**config.mk**
```make
export PLATFORM = sky130hd
export DESIGN_NAME = demux_sel_sequencer
export DESIGN_NICKNAME = d
export VERILOG_FILES = /design/src/rtl/demux_pkg.sv /design/src/rtl/demux_rr_pick.sv /design/src/rtl/demux_sel_sequencer.sv
export SDC_FILE = /design/constraint.sdc
export NUM_CORES = 1
export LEC_CHECK = 0
export CAP_MARGIN = 25
export CORE_UTILIZATION = 55
export CTS_CLUSTER_DIAMETER = 50
export DETAILED_ROUTE_END_ITERATION = 10
export PLACE_DENSITY_LB_ADDON = 0.1
export SETUP_SLACK_MARGIN = 0.5
export SLEW_MARGIN = 10
export SYNTH_ARGS = -nofsm -noshare
export SYNTH_HDL_FRONTEND = slang
export SYNTH_SLANG_ARGS = --single-unit
```
**constraint.sdc**
```tcl
create_clock -name clk -period 3.8 [get_ports clk]
set_clock_uncertainty 0.15 [all_clocks]
set_input_delay 0.76 -clock clk [delete_from_list [all_inputs] [get_ports clk]]
set_output_delay 0.76 -clock clk [all_outputs]
set_load 0.01 [all_outputs]
```
**src/rtl/demux_pkg.sv**
```systemverilog
// Shared definitions for the 1-to-4 demux path: channel count, select width
// and the sequencer state encoding.
package demux_pkg;

  localparam int NUM_CHAN = 4;
  localparam int SEL_W    = 2;

  typedef enum logic [1:0] {
    IDLE,
    RUN,
    STOPPING
  } state_t;

endpackage

```
**src/rtl/demux_rr_pick.sv**
```systemverilog
// Round-robin channel picker: lowest enabled channel, and the next enabled
// channel after the current one with wrap-around.
module demux_rr_pick
  import demux_pkg::*;
(
  input  logic [NUM_CHAN-1:0] mask,
  input  logic [SEL_W-1:0]    cur,
  output logic [SEL_W-1:0]    first,
  output logic [SEL_W-1:0]    next
);

  always_comb begin
    first = '0;
    for (int i = NUM_CHAN - 1; i >= 0; i--) begin
      if (mask[i]) first = SEL_W'(i);
    end
  end

  // Scan from the farthest offset down so the nearest enabled channel wins;
  // with only cur enabled, next stays at cur.
  always_comb begin
    next = cur;
    for (int off = NUM_CHAN - 1; off >= 1; off--) begin
      if (mask[cur + SEL_W'(off)]) next = cur + SEL_W'(off);
    end
  end

endmodule

```
**src/rtl/demux_sel_sequencer.sv**
```systemverilog
// Feeds the 1-to-4 demux: accepts a handshaked bit stream and steps sel
// round-robin over the enabled channels every BITS_PER_CHAN bits.
module demux_sel_sequencer
  import demux_pkg::*;
#(
  parameter int BITS_PER_CHAN = 8
) (
  input  logic                clk,
  input  logic                rst_n,
  input  logic                start,
  input  logic                stop,
  input  logic [NUM_CHAN-1:0] chan_en,
  input  logic                bit_in,
  input  logic                bit_valid,
  output logic                bit_ready,
  output logic                din,
  output logic [SEL_W-1:0]    sel,
  output logic                dout_valid,
  output logic                frame_start,
  output logic                busy,
  output logic                err_no_chan
);

  localparam int CNT_W = (BITS_PER_CHAN > 1) ? $clog2(BITS_PER_CHAN) : 1;
  localparam logic [CNT_W-1:0] CNT_LAST = CNT_W'(BITS_PER_CHAN - 1);

  state_t              state, state_nxt;
  logic [NUM_CHAN-1:0] en_q;
  logic [CNT_W-1:0]    cnt;
  logic [SEL_W-1:0]    cur_chan;
  logic [NUM_CHAN-1:0] pick_mask;
  logic [SEL_W-1:0]    pick_first, pick_next;
  logic                xfer, burst_end, start_ok;

  assign busy      = (state != IDLE);
  assign bit_ready = busy;
  assign xfer      = bit_valid && bit_ready;
  assign burst_end = xfer && (cnt == CNT_LAST);
  assign start_ok  = (state == IDLE) && start && (chan_en != '0);

  // One picker serves both phases: in IDLE it finds the first channel of the
  // live mask for start; once running it works on the captured mask.
  assign pick_mask = (state == IDLE) ? chan_en : en_q;

  demux_rr_pick u_pick (
    .mask  (pick_mask),
    .cur   (cur_chan),
    .first (pick_first),
    .next  (pick_next)
  );

  always_ff @(posedge clk or negedge rst_n) begin
    if (!rst_n) state <= IDLE;
    else        state <= state_nxt;
  end

  always_comb begin
    state_nxt = state;
    unique case (state)
      IDLE: begin
        if (start_ok) state_nxt = RUN;
      end
      RUN: begin
        if (stop) begin
          if (burst_end || (cnt == '0 && !xfer)) state_nxt = IDLE;
          else                                   state_nxt = STOPPING;
        end
      end
      STOPPING: begin
        if (burst_end) state_nxt = IDLE;
      end
      default: state_nxt = IDLE;
    endcase
  end

  always_ff @(posedge clk or negedge rst_n) begin
    if (!rst_n) begin
      din         <= 1'b0;
      sel         <= '0;
      dout_valid  <= 1'b0;
      frame_start <= 1'b0;
      err_no_chan <= 1'b0;
      en_q        <= '0;
      cnt         <= '0;
      cur_chan    <= '0;
    end else begin
      err_no_chan <= (state == IDLE) && start && (chan_en == '0);
      dout_valid  <= xfer;
      frame_start <= xfer && (cnt == '0) && (cur_chan == pick_first);
      if (xfer) begin
        din <= bit_in;
        sel <= cur_chan;
      end
      if (start_ok) begin
        en_q     <= chan_en;
        cur_chan <= pick_first;
        cnt      <= '0;
      end else if (xfer) begin
        if (cnt == CNT_LAST) begin
          cnt      <= '0;
          cur_chan <= pick_next;
        end else begin
          cnt <= cnt + 1'b1;
        end
      end
    end
  end

endmodule
```
==> impl_metrics.tcl, run 1 <==
set metrics [dict create \
    net_count_of_the_finished_layout 143 \
    buffer_ports.inserted 17 \
    route.detailed.wl_per_inst_um 15.0 \
    maximum_clock_insertion_buffer_count 2 \
    die-area_um2 2120 \
    fin_tns_setup_ns 0 \
    netlist_instances 111 \
    worst_pin_slew_ns 0.749 \
    grtUsageTotal_pct 26.1 \
    cts-buffers-inserted 3 \
    crit_path_start_kind "register" \
    power-per-cell-area_nw_per_um2 804 \
    crit_path_max_fanout 10 \
    drc 0 \
    start_util_pct 60.6 \
    dp.final_hpwl_um 1740 \
    placed_cell_area_um2 1240 \
    final.fill_count 152 \
    yosys_warnings 0 \
    finalCritPeriodShare_pct 68.2 \
    drt_pre_antenna_iters 4 \
    grt_antenna_before_repair 0 \
    detail_route.vias_per_cell 5.88 \
    synth_largest_area_cell "dfrtp_1" \
    crit_path_max_incr_delay_ns 0.50 \
    grt-ovfl-total 0 \
    grt_first_pass_wirelength_um 3790 \
    ant_nets 0 \
    ys_async_sr_fraction_pct 100 \
    seq_area_um2 425 \
    ios 18 \
    final_count_of_negative_setup_slack_endpoints 0 \
    outcome "complete, no violations" \
    clk_latency_ns 0.29 \
    number_of_enable_type_register_cells_in_the_synthesized_netlist 0 \
    number_of_placed_instances_taps_included 150 \
    synth_sequential_area_ratio_pct 39.8 \
    finalPower_uw 1020 \
    min-delay-path-class "register to register" \
    synth_top_flop_cell "dfrtp_1" \
    final_hold_violations 0 \
    synth_cell_types 37 \
    die_h_um 46.1 \
    htreeDepth 1 \
    total_leakage_power_uw 0.000550 \
    setup_slack_ns 1.21 \
    grt_pass1_vias 833 \
    gp_congestion 0.892 \
    cap_violations 0 \
    ctsResizeCount 0 \
    finalWirelength_um 2310 \
    cp_cell_sequence "nor2_4, inv_6, clkdlybuf4s50_1" \
    cts_hold_buf 0 \
    cp-end-kind "output pin" \
    yosys_register_bits 17 \
    mappedNetlistArea_um2 1070 \
    core_um2 1760 \
    synthMostInstantiatedCell "nand2_1" \
    critical_path_s_slowest_cell "clkdlybuf4s50_1" \
    grt_max_degree 18 \
    setup_repair_after_global_routing_missed_its_margin "no" \
    die_w_um 46.1 \
    yosys-top-cells-count "nand2_1 (18), dfrtp_1 (17), a21oi_1 (9)" \
    critPathKind "register to output pin" \
    placement_rows 15 \
    achievable_freq_mhz 386 \
    number_of_drc_violations_after_detailed_routing_iteration_0 31 \
    worst_slew_slack_as_a_fraction_of_its_limit_pct 49.9 \
    post_layout_nonfiller_instances 154 \
    tritoncts_clock_tree "done" \
    postSynthAreaPerCell_um2 9.63 \
    detailedPlace.worstSlack_ns 0.983 \
    post-cts-setup-buffer-count 0 \
    fraction_of_final_layout_cells_with_drive_strength_greater_than_1_pct 9.30 \
    cts.sink_count 17 \
    finish.instance_area_um2 1270 \
    synth_area_leaders "dfrtp_1 (40%), nand2_1 (6.3%), a21oi_1 (4.2%)" \
    required_ns 2.89 \
    clkTransAtPathRegs_ns 0.11 \
    yosys.area.top_type_share_pct 39.8 \
    synthesis.nets 124 \
    peak_supply_drop_v 0.000466 \
    multiInputGateArea_um2 574 \
    cp_data_arrival_time_ns 1.68 \
    period_minus_slack_ns 2.59 \
    cts_root_buf "clkbuf_4" \
    vias 905 \
    antenna-diode-count 0 \
    flow.area_growth_from_synthesis_pct 19.0 \
    finalMaxSlewViolations 0 \
]
-- routing by layer --
metal / GRT usage, % / share of wire, % / up-vias / wire length, um
li1: - / - / 441 / -
met1: 35.1 / 47 / 438 / 1080
met2: 42.3 / 48 / 24 / 1110
met3: 5.88 / 4.5 / 2 / 104
met4: 7.06 / 0.48 / 0 / 11
met5: 0 / 0 / - / 0
-- layout by cell type, fill, tap and decap left out, drive strengths merged, types with 2 or more instances in the layout --
master          n
nand2          18
dfrtp          17
clkdlybuf4s50  17
inv            10
a21oi           9
nor3            7
nor2            6
nand3           4
o22ai           3
mux2i           3
ha              3
clkbuf          3
o21ai           3
mux4            3
o21bai          2
xnor2           2
o31ai           2
a32o            2
a2bb2oi         2
mux2            2
-- final timing paths --
check | cells past startpoint | endpoint | start | slack (ns)
max | 3 | bit_ready | state[0] | 1.21
min in group asynchronous | 1 | cur_chan[0] | rst_n | 0.74
max reg2reg | 7 | cur_chan[1] | state[0] | 1.53
min reg2reg | 2 | sel[0] | sel[0] | 0.34
min | 2 | sel[0] | sel[0] | 0.34
max in group asynchronous | 1 | en_q[3] | rst_n | 2.28
-- registers in the layout, summed over array words and instances (netlist names) --
signal,count
cnt,3
cur_chan,2
din,1
dout_valid,1
en_q,4
err_no_chan,1
frame_start,1
sel,2
state,2
-- layout make-up --
class,instances,share of cell area (%)
inverter,10,3.35
timing repair buffer,17,13.4
tap,25,2.46
sequential,17,33.5
clock inverter,1,0.394
multi-input combinational,81,45.2
clock buffer,3,1.77
-- worst max-delay path: cells and delay by family (launching register included) --
| kind | cells | cell delay, ns |
|---|---|---|
| buffers and inverters | 2 | 0.59 |
| flip-flops | 1 | 0.48 |
| AND/OR/NAND/NOR | 1 | 0.32 |
-- power breakdown --
group / switching [uW] / internal (uW)
registers: 96.1 / 252
clock network: 58.1 / 39.2
logic: 298 / 279
total: 452 / 570
-- through the flow --
step / hold WS [ns] / utilization [%]
after global routing: 0.383 / 72.1
after CTS: 0.345 / 72.1
after detailed placement: 0.320 / 70.5
after global placement: 0.309 / 70.5
final: 0.339 / 72.1
after floorplan: 0.314 / -
-- kinds of logic after synthesis --
family,Yosys count,synth area share [%]
buf+inv,13,6.44
simple gates,40,17.6
fa+ha+maj,3,3.51
mux,8,11.9
compound gates,28,19.1
flops,17,39.8
xor+xnor,2,1.64
Power figures use the tool's default switching activity.
==> run 2, diff against run 1 <==
--- a/config.mk
+++ b/config.mk
@@ -6,7 +6,7 @@
 export NUM_CORES = 1
 export LEC_CHECK = 0
 export CAP_MARGIN = 25
-export CORE_UTILIZATION = 55
+export CORE_UTILIZATION = 46
 export CTS_CLUSTER_DIAMETER = 50
 export DETAILED_ROUTE_END_ITERATION = 10
 export PLACE_DENSITY_LB_ADDON = 0.1
==> constraint.sdc (replaced) <==
create_clock -name clk -period 2.32 [get_ports clk]
set_clock_uncertainty 0.15 [all_clocks]
set_input_delay 0.464 -clock clk [delete_from_list [all_inputs] [get_ports clk]]
set_output_delay 0.464 -clock clk [all_outputs]
set_load 0.01 [all_outputs]
==> impl_metrics.tcl, run 2 (synthesis results as in run 1) <==
set metrics [dict create \
    flow.area_growth_from_synthesis_pct 43.9 \
    finalMaxSlewViolations 0 \
    netSwitchingPower_uw 943 \
    maximum_clock_insertion_buffer_count 2 \
    seq_area_um2 428 \
    clk_latency_ns 0.29 \
    required_ns 2.40 \
    total_leakage_power_uw 0.000740 \
    fraction_of_final_layout_cells_with_drive_strength_greater_than_1_pct 34.2 \
    vias 1025 \
    worst_pin_slew_ns 0.319 \
    dp.final_hpwl_um 1970 \
    final_hold_violations 0 \
    die-area_um2 2520 \
    final.fill_count 169 \
    core_um2 2190 \
    buffer_ports.inserted 17 \
    cp_cell_sequence "buf_6, or3_4, o221ai_4, nor4bb_4, a211oi_2, or2_0, nand3_1" \
    layout_common_cells "nand2_1 (16), buf_4 (16), dfrtp_1 (15)" \
    worst_slew_slack_as_a_fraction_of_its_limit_pct 78.7 \
    largest_registers "en_q (4), cnt (3)" \
    power.share.switching_pct 44.0 \
    cap_violations 0 \
    detailedPlace.worstSlack_ns -0.185 \
    gp_congestion 0.923 \
    grt_antenna_before_repair 0 \
    max_flop_register "en_q" \
    period_minus_slack_ns 2.03 \
    crit_path_start_kind "register" \
    ios 18 \
    largest_register_ff_count 4 \
    clkTransAtPathRegs_ns 0.10 \
    net_count_of_the_finished_layout 163 \
    ant_nets 0 \
    antenna-diode-count 0 \
    layout.core_utilization_pct 70.2 \
    peak_supply_drop_v 0.000859 \
    die_h_um 50.2 \
    grt-ovfl-total 0 \
    critPathKind "register to register" \
    outcome "complete, no violations" \
    setup_slack_ns 0.294 \
    number_of_drc_violations_after_detailed_routing_iteration_0 38 \
    cts.sink_count 17 \
    power.share.sequential_pct 26.5 \
    grt_first_pass_wirelength_um 4710 \
    cp-end-kind "register" \
    route.detailed.wl_per_inst_um 16.5 \
    placement_rows 17 \
    cts_hold_buf 0 \
    final_count_of_negative_setup_slack_endpoints 0 \
    drt_pre_antenna_iters 5 \
    crit_path_max_incr_delay_ns 0.43 \
    cts_root_buf "clkbuf_4" \
    cts-buffers-inserted 3 \
    finalCritPeriodShare_pct 87.3 \
    multiInputGateArea_um2 672 \
    cp_data_arrival_time_ns 2.11 \
    tritoncts_clock_tree "done" \
    grtUsageTotal_pct 25.8 \
    grt_max_degree 18 \
    detail_route.vias_per_cell 5.79 \
    min-delay-path-class "register to register" \
    htreeDepth 1 \
    die_w_um 50.2 \
    finalWirelength_um 2930 \
    pwr-share-comb_pct 66.1 \
    start_util_pct 48.8 \
    critical_path_s_slowest_cell "dfrtp_1" \
    drc 0 \
    achievable_freq_mhz 494 \
    p_int_uw 1200 \
    power-per-cell-area_nw_per_um2 1390 \
    clock_power_share_pct 7.4 \
    setup_repair_after_global_routing_missed_its_margin "yes" \
    grt_pass1_vias 992 \
    crit_path_max_fanout 5 \
]
## run 2: worst max-delay path, delay by kind of cell (launching register included)
kind / cells / cell delay (ns)
DFF: 1 / 0.43
AOI/OAI and AO/OA: 2 / 0.25
buffers and inverters: 1 / 0.14
and+or+nand+nor: 4 / 1.00
## run 2: power groups by stage
stage	registers (uW)	logic (uW)	clock network, uW
2_1_floorplan	525	736	0
3_3_place_gp	543	1100	0
3_5_place_dp	548	1110	0
4_1_cts	552	1320	165
5_1_grt	584	1520	177
6_report	569	1420	159
## run 2: layout make-up
type / count / share of cell area, %
multi-input cells: 81 / 43.7
repair buffers: 37 / 21.7
inverters: 10 / 2.77
flip-flops and latches: 17 / 27.8
well taps: 28 / 2.28
clock buffers: 4 / 1.71
## run 2: path summary, 6_finish.rpt
check	from	to	slack, ns	cells after the start
worst max-delay path	state[0]	cur_chan[0]	0.29	7
worst min-delay path	din	din	0.33	2
worst max register to register	state[0]	cur_chan[0]	0.29	7
worst min register to register	din	din	0.33	2
min in group asynchronous	rst_n	state[0]	0.34	2
max in group asynchronous	rst_n	cur_chan[1]	1.47	2
## run 2: per-layer routing
| metal | global-route usage, % | part of all wire (%) | routed length, um |
|---|---|---|---|
| met3 | 6.97 | 4.3 | 126 |
| met5 | 0 | 0 | 0 |
| met4 | 7.14 | 1.9 | 56 |
| met1 | 33.5 | 43 | 1260 |
| met2 | 41.8 | 51 | 1480 |
## run 2: per-stage QoR
| step | cells | setup TNS [ns] | instance area (um^2) | hold WS [ns] | total power [uW] |
|---|---|---|---|---|---|
| after floorplan | 111 | 0 | 1070 | 0.0184 | 1260 |
| after global placement | 168 | -0.0786 | 1360 | 0.308 | 1640 |
| after detailed placement | 168 | -0.205 | 1360 | 0.316 | 1660 |
| after CTS | 177 | 0 | 1490 | 0.344 | 2040 |
| after global routing | 177 | 0 | 1540 | 0.351 | 2280 |
| final | 177 | 0 | 1540 | 0.331 | 2140 |
## run 2: repair_timing
item                                    in CTS  in global routing
endpoints found under the setup margin       5                 12
resized for setup                           26                 17
setup buffers                                5                  0
pin swaps                                    4                  3
==> RTL edit 1 (settings of run 1) <==
Put one more register stage on the output `err_no_chan`. The value now appears one clock later. The other outputs are not delayed to match.
--- a/src/rtl/demux_sel_sequencer.sv
+++ b/src/rtl/demux_sel_sequencer.sv
@@ -23,6 +23,8 @@
 
   localparam int CNT_W = (BITS_PER_CHAN > 1) ? $clog2(BITS_PER_CHAN) : 1;
   localparam logic [CNT_W-1:0] CNT_LAST = CNT_W'(BITS_PER_CHAN - 1);
+
+  logic err_no_chan_s0;
 
   state_t              state, state_nxt;
   logic [NUM_CHAN-1:0] en_q;
@@ -79,12 +81,12 @@
       sel         <= '0;
       dout_valid  <= 1'b0;
       frame_start <= 1'b0;
-      err_no_chan <= 1'b0;
+      err_no_chan_s0 <= 1'b0;
       en_q        <= '0;
       cnt         <= '0;
       cur_chan    <= '0;
     end else begin
-      err_no_chan <= (state == IDLE) && start && (chan_en == '0);
+      err_no_chan_s0 <= (state == IDLE) && start && (chan_en == '0);
       dout_valid  <= xfer;
       frame_start <= xfer && (cnt == '0) && (cur_chan == pick_first);
       if (xfer) begin
@@ -106,4 +108,12 @@
     end
   end
 
+  always_ff @(posedge clk or negedge rst_n) begin
+    if (!rst_n) begin
+      err_no_chan <= '0;
+    end else begin
+      err_no_chan <= err_no_chan_s0;
+    end
+  end
+
 endmodule
Behaviour: not the same (Yosys sat finds a counterexample within 4 cycles, from zero or initial values and one cycle with rst_n low).
==> RTL edit 1 against run 1 <==
  * Power decreased by 5.2%
  * Die area increased by 3.3%
  * Design area increased by 0.79%
  * Sequential cell count increased by 1
  * Combinational power decreased by 10%
  * Area after synthesis increased by 3.4%
  * Setup slack improved by 0.053 ns
  * Wire length increased by 0.52%
  * Sequential power increased by 2%
  * Register-to-register slack improved by 0.07 ns
  * Cell count increased by 5.2%
  * First-iteration DRC count decreased by 9.7%
==> RTL edit 1: results (changes against run 1) <==
The register clock-pin slew on the reported worst setup and hold paths is 0.09 ns (-0.02 ns), and the total number of nets in the final design is 152 (+6.3%). Sorting the synthesized cells by area gives the leading types as sky130_fd_sc_hd__dfrtp_1, sky130_fd_sc_hd__nand2_1, sky130_fd_sc_hd__mux2i_1, sky130_fd_sc_hd__ha_1, sky130_fd_sc_hd__a21oi_1. Slack of the worst reg-to-reg path: 1.60 ns (+0.07 ns). The flow ran to the end, and the final reports show no timing, DRC or antenna violations.

Yosys synthesis warning count: 0 (unchanged). The largest net degree at the start of global routing is 19 (+1), and the number of DRC markers in iteration 0 is 28 (-9.7%). The min-delay analysis places its worst path in the category reg -> reg. Post-synthesis sequential area ratio: 0.408 (+0.00957). For the cell area after placement, the log shows 1260 um^2 (+1.2%).

The root buffer cell chosen for the clock tree is sky130_fd_sc_hd__clkbuf_4. The tools report the total CTS buffers as 3 (unchanged). For the remaining number of nets flagged by the antenna check after routing, the log shows 0 (unchanged).

The tools report the number of gates given a new drive strength after cts as 0 (unchanged). The via count of the first global-routing pass is 843 (+1.2%). The signal arrival time at the worst endpoint is 1.63 ns (-0.05 ns).

The per-cell via count in the routed design was 5.83 (-0.84%); the leakage dissipation was 0.000570 uW (+3.8%). For the first-pass GRT wire length, the log shows 3.75 mm (-1.1%). Number of buffers on the longest clock path: 2 (unchanged).

The maximum vdd drop is 0.458 mV (-1.6%), and the average wire per standard cell is 14.3 um (-4.4%). The largest registers in the layout are en_q (4), cnt (3). The internal power summed over all cells was 540 uW (-5.3%); the minimum clock period after layout was 2.54 ns (-0.0529 ns). Number of nets in the synthesized netlist: 135 (+8.9%).

By count the netlist is led by sky130_fd_sc_hd__nand2_1, sky130_fd_sc_hd__dfrtp_1, sky130_fd_sc_hd__a21oi_1, sky130_fd_sc_hd__inv_1, sky130_fd_sc_hd__o21ai_0. The share of layout cells above drive strength 1 was 0.0803 (-0.0127); the largest fanout on the critical path was 13 (+3). The run gives 0 (unchanged) as the count of buffers added by post-CTS timing repair for setup. The number of distinct standard cells referenced by the synthesized netlist is 40 (+8.1%), and the placer congestion estimate is 0.882 (-1.1%). The number of diodes added for antenna fixing came out at 0 (unchanged). The count of input and output buffers is 17 (unchanged), and the post-synthesis async set-or-reset flop share is 1.00 (unchanged). The clock reaches the later pin of the worst-skew pair after 0.30 ns.

The total routing resource utilization after global routing is 0.251 (-0.0103), and the minimum setup slack after placement is 0.983 ns (-0.000762 ns). The number of antenna violations at the first check in global routing is 0 (unchanged). The HPWL after detailed placement came out at 1.70 mm (-2.2%).

The depth of the CTS H-tree came out at 1 (unchanged). The tools report the worst slew margin relative to its limit as 0.469 (-0.0307). The number of maximum-capacitance violations was 0 (unchanged); the detailed-routing iteration count for the pre-antenna-repair pass was 4 (unchanged).
## RTL edit 1: metal layers
metal | vias to the layer above | track usage | wire length [um]
li1 | 462 | - | -
met1 | 439 | 0.331 | 1040
met2 | 37 | 0.389 | 1080
met3 | 6 | 0.0423 | 140
met4 | 0 | 0.143 | 57
met5 | - | 0 | 0
## RTL edit 1: through the flow
| step | utilization | cells | hold WS [ns] | total power, uW |
|---|---|---|---|---|
| 6_report | 0.711 | 162 | 0.215 | 969 |
| 5_1_grt | 0.711 | 162 | 0.222 | 1040 |
| 4_1_cts | 0.711 | 162 | 0.218 | 967 |
| 3_5_place_dp | 0.699 | 159 | 0.197 | 870 |
| 3_3_place_gp | 0.699 | 159 | 0.185 | 865 |
| 2_1_floorplan | - | 122 | 0.181 | 755 |
## RTL edit 1: power groups by stage
| stage | registers, uW | logic (uW) | clock network [uW] |
|---|---|---|---|
| global route | 367 | 574 | 102 |
| CTS | 354 | 517 | 95.2 |
| detailed placement | 358 | 512 | 0 |
| finish | 356 | 517 | 95.8 |
| global placement | 357 | 508 | 0 |
| floorplan | 321 | 435 | 0 |
## RTL edit 1: logic make-up after synthesis
kind of cell	synth area share
multiplexers	0.0555
AND/OR/NAND/NOR	0.240
flip-flops	0.408
XOR/XNOR	0.0159
AO/OA/AOI/OAI	0.174
buffers and inverters	0.0725
adder cells (fa/ha/maj)	0.0340
## RTL edit 1: worst max-delay path, cell delays in order (launching register included)
cell and delay (ns):
sky130_fd_sc_hd__dfrtp_1 0.52, sky130_fd_sc_hd__nor2_4 0.11, sky130_fd_sc_hd__inv_4 0.16, sky130_fd_sc_hd__clkdlybuf4s50_1 0.56
## RTL edit 1: path summary, 6_finish.rpt
kind / startpoint / end / cells after the start
hold reg to reg: err_no_chan_s0 / err_no_chan / 0
hold / removal: err_no_chan_s0 / err_no_chan / 0
max in group asynchronous: rst_n / dout_valid / 1
setup reg to reg: state[0] / cur_chan[1] / 7
min in group asynchronous: rst_n / sel[1] / 1
setup / recovery: state[1] / busy / 3
## RTL edit 1: cell type report
type	count	area [um^2]
tap	25	31.3
inverter	8	32.5
fill	155	520
multi-input combinational	91	574
sequential	18	450
clock buffer	3	22.5
timing repair buffer	17	170
==> RTL edit 2 (flow settings as in run 1) <==
Without the edit above. Change the package constant `NUM_CHAN` from 4 to 2.
--- a/src/rtl/demux_pkg.sv
+++ b/src/rtl/demux_pkg.sv
@@ -2,7 +2,7 @@
 // and the sequencer state encoding.
 package demux_pkg;
 
-  localparam int NUM_CHAN = 4;
+  localparam int NUM_CHAN = 2;
   localparam int SEL_W    = 2;
 
   typedef enum logic [1:0] {
Ports: changed (resized chan_en); port bits go from 18 to 16. The function was not compared with the original's and may differ.
==> RTL edit 2 against run 1 <==
  * Cell count is 37% lower
  * Global-route usage decreased by 4.8 points
  * Critical path depth decreased by 1
  * Design area down 28%
  * Sequential power shrank 22%
  * Wire length is 41% lower
  * Setup slack improved by 0.14 ns
  * Area after synthesis is 32% lower
  * Power fell by 39%
  * Sequential cell count decreased by 2
  * Critical path type unchanged
==> RTL edit 2: results (changes against run 1) <==
Cell area after placement: 885 um^2 (-29%). The logs give 2.09 ns (+0.56 ns) for the slack of the worst reg-to-reg path and 664 um (-40%) for the routed length on met2. The mux cell area share after synthesis was 0.0446 (-0.0748); the largest net degree at the start of global routing was 16 (-2). The HPWL after detailed placement was 953 um (-45%); the flip-flop count of the largest register after layout was 3 (-1).

By area the synthesized netlist is led by sky130_fd_sc_hd__dfrtp_1, sky130_fd_sc_hd__ha_1, sky130_fd_sc_hd__mux2_2, sky130_fd_sc_hd__nand2_1, sky130_fd_sc_hd__a21oi_1. The non-clock buffer instance count of the final layout is 15 (-2). In this run the critical register-to-register path is captured at din. Capturing element of the worst setup path: busy.

Area taken by multi-input logic gates: 323 um^2 (-44%). The run gives 375 um^2 (-12%) as the sequential standard cell area. For the global routing usage on met3, the log shows 0.0523 (-0.00650). The tools report the destination of the worst hold path as frame_start. The run gives 44 (-46%) as the total number of multi-input combinational cells. The number of instances on the worst hold path works out to 1 (-1). The worst-case hold slack came out at 0.291 ns (-0.0475 ns). Ranked by flip-flop count, first place goes to cnt.

The number of clock buffer instances in the layout was 4 (+1). The run gives 80 um (-23%) as the routed length on met3. The flow ran to the end, and the final reports show no timing, DRC or antenna violations. The placed cell count is 93 (-38%), and the minimum setup slack after placement is 1.41 ns (+0.430 ns). The number of vias in the routed layout was 554 (-39%); the number of distinct standard cells referenced by the synthesized netlist was 33 (-11%). After synthesis, the largest family of logic cells by area is simple AND/OR/NAND/NOR gates. The run gives 88 (-42%) as the total of fill cells in the finished design.

The met1 global-route usage was 0.262 (-0.0888). The maximum vdd drop was 0.360 mV (-23%); the fraction of the mapped netlist area in adder cells was 0.0686 (+0.0335). The average wire per standard cell was 13.9 um (-7.0%); the met2 layer usage reported by global route was 0.347 (-0.0751). For the number of nets in the synthesized netlist, the log shows 78 (-37%). The fraction of the mapped netlist area in compound gates is 0.146 (-0.0451). The total routing resource utilization after global routing was 0.213 (-0.0476); the first-pass GRT wire length was 2.06 mm (-46%). Layout sequential cell count: 15 (-2). The utilization of the core after routing was 0.778 (+0.0572); the worst setup slack after layout was 1.35 ns (+0.139 ns). The non-filler instance count after layout was 97 (-37%). The average instance area after synthesis came out at 11.1 um^2 (+15%).

The fraction of area in clock buffers and inverters works out to 0.0288 (+0.00719). Total number of nets in the final design: 96 (-33%). The logs give 0.000441 uW (-20%) for the leakage dissipation and 480 (-42%) for the via count of the first global-routing pass.
-- RTL edit 2: cell count changes after synthesis, moves of 3 or more --
cell / before / now
sky130_fd_sc_hd__inv_1: 8 / 5
sky130_fd_sc_hd__nor2_1: 5 / 1
sky130_fd_sc_hd__nand2_1: 18 / 6
sky130_fd_sc_hd__a21oi_1: 9 / 4
sky130_fd_sc_hd__nand3_1: 4 / 1
sky130_fd_sc_hd__nor3_1: 7 / 0
sky130_fd_sc_hd__o22ai_1: 3 / 0
-- RTL edit 2: worst max-delay path, cell delays in order, from the launching register on --
cell                              delay, ns
sky130_fd_sc_hd__dfrtp_1               0.45
sky130_fd_sc_hd__or2_2                 0.33
sky130_fd_sc_hd__clkdlybuf4s50_1       0.48
-- RTL edit 2: where the power goes --
group	switching (uW)	leakage, uW	internal, uW
Sequential	56.1	0.000194	216
Clock	49.2	0.0000150	40.7
Combinational	112	0.000232	146
